<file path="src/rtl/parity_frame_shift.sv">
// rtl/parity_frame_shift.sv - LSB-first data shift register with bit index and done flag
module parity_frame_shift #(
  parameter int DATA_W = 8
) (
  input  logic              i_clk,
  input  logic              i_rst_n,
  input  logic              i_clear,
  input  logic              i_load,
  input  logic [DATA_W-1:0] i_load_data,
  input  logic              i_shift,
  input  logic              i_bit,
  output logic [DATA_W-1:0] o_data,
  output logic              o_done
);

  localparam int IDX_W = (DATA_W > 1) ? $clog2(DATA_W) : 1;

  logic [IDX_W-1:0]  r_idx;
  logic [DATA_W-1:0] r_data;
  logic              w_last;

  // Index points at the slot the next shifted bit lands in.
  assign w_last = (r_idx == IDX_W'(DATA_W - 1));

  always_ff @(posedge i_clk or negedge i_rst_n) begin
    if (!i_rst_n) begin
      r_idx  <= '0;
      r_data <= '0;
    end else if (i_clear) begin
      r_idx  <= '0;
      r_data <= '0;
    end else if (i_load) begin
      r_idx  <= '0;
      r_data <= i_load_data;
    end else if (i_shift) begin
      r_data[r_idx] <= i_bit;
      r_idx         <= w_last ? '0 : r_idx + IDX_W'(1);
    end
  end

  assign o_data = r_data;
  assign o_done = w_last;

endmodule

</file>
<file path="config.mk">
export PLATFORM = sky130hd
export DESIGN_NAME = parity_frame_shift
export DESIGN_NICKNAME = d
export VERILOG_FILES = /design/src/rtl/parity_frame_shift.sv
export SDC_FILE = /design/constraint.sdc
export NUM_CORES = 1
export LEC_CHECK = 0
export ABC_AREA = 1
export BUFFER_PORTS_ARGS = -buffer_cell sky130_fd_sc_hd__buf_2
export CORE_MARGIN = 1.5
export CORE_UTILIZATION = 37
export DETAILED_ROUTE_END_ITERATION = 10
export GPL_ROUTABILITY_DRIVEN = 0
export PLACE_DENSITY = 0.67
export SKIP_CTS_REPAIR_TIMING = 1
export SYNTH_ARGS = -nofsm -noshare
export SYNTH_HDL_FRONTEND = slang
export SYNTH_SLANG_ARGS = --single-unit
</file>
<file path="constraint.sdc">
create_clock -name i_clk -period 1.1 [get_ports i_clk]
set_clock_uncertainty 0.05 [all_clocks]
set_input_delay 0.055 -clock i_clk [delete_from_list [all_inputs] [get_ports i_clk]]
set_output_delay 0.055 -clock i_clk [all_outputs]
set_load 0.05 [all_outputs]
</file>
After elaboration in Yosys (flattened, before gate mapping)
Index checks and enable logic that the tools add are counted.
{"block": "classes", "n_addsub": 1, "multipliers": 0, "div": 0, "order_cmp": 2, "n_eq_ne": 1, "shifts": 0, "muxes": 10, "n_bitwise": 0, "n_reduce_logical": 2}
{"operator": "2-to-1 mux 8 bit", "count": 3}
{"operator": "2-to-1 mux 3 bit", "count": 4}
{"operator": "bitwise mux 8 bit", "count": 1}
{"operator": "< comparator 3 x 4 -> 1 bit, second input constant", "count": 1}
{"operator": "adder 3 x 1 -> 3 bit, second input constant", "count": 1}
{"operator": "demux 1 bit (select 3 bit)", "count": 1}
{"operator": "== test 3 bit, second input constant", "count": 1}
{"operator": "greater-or-equal comparator 3 x 1 -> 1 bit, second input constant", "count": 1}
{"operator": "nonzero test 3 bit", "count": 1}
{"operator": "logical AND 1 bit", "count": 1}
{"operator": "2-to-1 mux 1 bit", "count": 1}
{"block": "word_totals", "register_bits": 11, "latch_bits": 0, "ramBits": 0, "mem_bits_ro": 0, "input_bits": 14, "out_inout_bits": 9, "elab_cells": 18, "memories": 0}

Longest topological paths before layout
{"block": "logic_depth", "depth_word": 8, "mapped_depth": 8, "depth_no_buf": 7}

Worst setup path before layout
No wires, ideal clock.
{"block": "synth_path", "path_type": "reg2reg", "startpoint": "register r_idx[1]", "endpoint": "register r_idx[0]", "setup_time_ps": 118, "t_arrival_ps": 1291, "t_required_ps": 932, "path_slack_ps": -359, "stages_incl_launch_ff": 6, "n_path_buf": 0, "synth_period_minus_slack_ps": 1459, "cell_sequence": "dfrtp_1 ha_1 ha_1 inv_1 a21oi_1 nor2_1"}
{"block": "synth_between", "elab_chain_cells": 5}
{"element": "start: declaration", "line": "18", "rtl": "logic [IDX_W-1:0] r_idx;"}
{"element": "start signal: assignment", "line": "37", "rtl": "r_idx <= w_last ? '0 : r_idx + IDX_W'(1);"}
{"element": "== test 3 bit", "line": "23", "rtl": "assign w_last = (r_idx == IDX_W'(DATA_W - 1));"}
{"element": "named net o_done", "line": "13", "rtl": "output logic o_done"}
{"element": "2-to-1 mux 3 bit", "line": "37"}
{"element": "2-to-1 mux 3 bit", "line": "35", "rtl": "end else if (i_shift) begin"}
{"element": "2-to-1 mux 3 bit", "line": "32", "rtl": "end else if (i_load) begin"}
{"element": "2-to-1 mux 3 bit", "line": "29", "rtl": "end else if (i_clear) begin"}
The timed path passes the listed nets, and every way through them passes these cells. The select of a mux whose other input is x is not followed.
A chain may end at the register's enable or synchronous reset.

Worst setup path after layout
{"block": "layout_path", "startpoint": "register r_idx[1]", "endpoint": "output port o_done"}
{"block": "layout_between", "elab_chain_cells": 1}
{"element": "== test 3 bit", "line": "23"}
{"element": "end: declaration", "line": "13"}
No other way between the ends.

==> summary.txt <==
Status
  • Status: finished, violations left
  • Failing checks: setup timing

Die
  • Row count: 16
  • Boundary Pins: 23
  • Height of the die: 48.94 um
  • Die X: 48.94 um
  • Core area: 1982 sq um
  • Starting density of the core: 39.39%
  • Die ar.: 2395 sq um

Drt
  • Vias/cell: 4.567
  • Drt first pass iters: 4
  • DRT Wirelength: 1865 um
  • First DRT Iteration DRCs: 9
  • Final ANT Viol Nets: 0
  • DRC: 0
  • Vias: 781
  • Drt wl/cell: 10.91 um

Synth
  • Synth Instances: 110
  • Post-synthesis cell area: 780.7 sq um
  • Synth top area share: 35.26%
  • Post-synth EDFFs: 0
  • Synth area leaders: dfrtp_1, nand2_1, nand3_1
  • Synth area leader: dfrtp_1
  • Synth Net Count: 126
  • Most frequent cells after synthesis: nand2_1, nand3_1, dfrtp_1
  • Yosys reg bits: 11
  • Synth Warn #: 0
  • Asr flop ratio synth: 100.0%
  • Ys flop type: dfrtp_1
  • Synth unique cells: 18
  • Count leader, synth: nand2_1
  • Mean Syn Cell Area: 7.098 sq um
  • Register area share after synthesis: 35.26%

Timing
  • Slew HR: 81.67%
  • Setup slack after layout: -0.2054 ns
  • Final hold violations: 0
  • Worst-Margin Slew: 0.2749 ns
  • Final Max Tran Viols: 0
  • Unrepaired setup endpoints after global routing: yes
  • TNS Setup: -1.169 ns
  • Hold slack: 0.02322 ns
  • Post-layout min period: 1.305 ns
  • Max Freq: 766.1 MHz
  • Count of final setup violators: 11
  • Fin crit share: 118.7%

Worst setup path
  • CP Launch Type: flip-flop
  • Delay-heaviest family, CP: flip-flops
  • Worst path arrival time: 1.20 ns
  • Critical path endpoint category: output port
  • Max stage delay cell, worst path: dfrtp_2
  • CP required: 1.00 ns
  • CP Buf/Inv Count: 1
  • CP Class: flip-flop to output port
  • Crit-path max cell delay: 0.43 ns
  • Crit-path cells: ha_2 -> ha_4 -> buf_8
  • Crit path max fanout: 3

Final layout
  • Area growth, synth to finish: 38.30%
  • Final cell area excluding filler cells: 1080 sq um
  • Layout fillers: 187
  • ANT cells: 0
  • Seq. cell area: 277.8 sq um
  • Area of the multi-input gates: 479.2 sq um
  • Share of cells above drive strength 1: 43.75%
  • Final #Nets: 161

Pwr
  • Maximum VDD drop: 0.5039 mV
  • LEAKAGE: 0.6239 nW
  • Power per Cell Area: 926.4 nW/um^2

CTS
  • Clock buffer depth: 2
  • CTS clk-pin slew, worst paths: 0.08 ns
  • CTS tree: done
  • Root buffer cell: clkbuf_4
  • CTS Sinks: 11
  • TritonCTS Buffers: 3
  • Worst-Skew Late Latency: 0.28 ns
  • H-tree depth: 1

Hold path
  • Hold crit path type: input pin to flip-flop

Place
  • Final HPWL DP: 1398 um
  • Number of port buffers: 22
  • Post-DP Area: 969.7 sq um

GRT
  • Antenna violations before repair: 0
  • GRT Total Usage: 17.24%
  • Vias in the first global route: 706
  • First-pass GRT wire length: 3160 um
  • Gr ovfl total: 0
  • Pin count of the biggest net entering global routing: 12

Run
  • Max-cap violations: 0
-- cell usage in the layout (no fill, tap or decap), types with 5 or more instances in the layout --
| master | Yosys | final |
|---|---|---|
| dfrtp_1 | 11 | 9 |
| nand3_1 | 16 | 15 |
| nand2_1 | 45 | 36 |
| inv_1 | 10 | 8 |
| nand2_2 | 2 | 9 |
| buf_2 | 0 | 21 |
| buf_4 | 1 | 10 |
| nor2_1 | 6 | 5 |
-- final cells by class --
class	instances	share of cell area [%]
repair buffers	34	20.05
clock buffers	4	2.433
multi-input cells	84	44.38
flip-flops and latches	11	25.72
inverters	11	4.287
well taps	27	3.129
-- tightest hold or removal path, stage by stage --
cell and delay (ns):
buf_2 0.07, nand2_1 0.04, nand2_1 0.05, nand2_1 0.04
nand2_1 0.05
-- cells by family after synthesis --
logic type	count (synthesis)	share of synthesized area (%)
simple gates	74	43.43
buf+inv	15	10.90
flops	11	35.26
fa+ha+maj	2	3.205
compound gates	8	7.211
-- per-stage QoR --
| step | utilization [%] | total power, mW | setup slack, ns | std cells |
|---|---|---|---|---|
| floorplan | - | 0.6266 | -0.08231 | 110 |
| global placement | 48.93 | 0.7013 | -0.06488 | 164 |
| detailed placement | 48.93 | 0.7055 | -0.07726 | 164 |
| CTS | 50.25 | 1.008 | -0.3235 | 168 |
| global route | 54.48 | 1.067 | -0.2454 | 171 |
| finish | 54.48 | 1.000 | -0.2054 | 171 |
-- power breakdown --
group | leakage (nW) | total (mW) | internal [mW] | switching (mW)
Clock | 0.0150 | 0.291 | 0.141 | 0.151
Combinational | 0.464 | 0.273 | 0.0890 | 0.185
Sequential | 0.145 | 0.436 | 0.425 | 0.0110
-- worst paths after layout --
check / from / end / slack, ns / depth (start not counted)
max: r_idx[1] / o_done / -0.21 / 3
min: i_load_data[4] / o_data[4] / 0.02 / 5
max reg2reg: r_idx[1] / r_idx[1] / -0.16 / 6
min reg2reg: o_data[3] / o_data[3] / 0.44 / 2
max in group asynchronous: i_rst_n / r_idx[2] / 0.64 / 2
min in group asynchronous: i_rst_n / o_data[7] / 0.13 / 2
-- state kept, by name (all words and copies together), names as in the netlist --
signal,flops
o_data,8
r_idx,3
-- metal layers --
layer  wire, um  GRT usage (%)
met1        880          21.94
met2        865          28.08
met3         88          3.067
met4         31          8.571
met5          0              0
No activity file was read; power rests on OpenSTA's default activity.
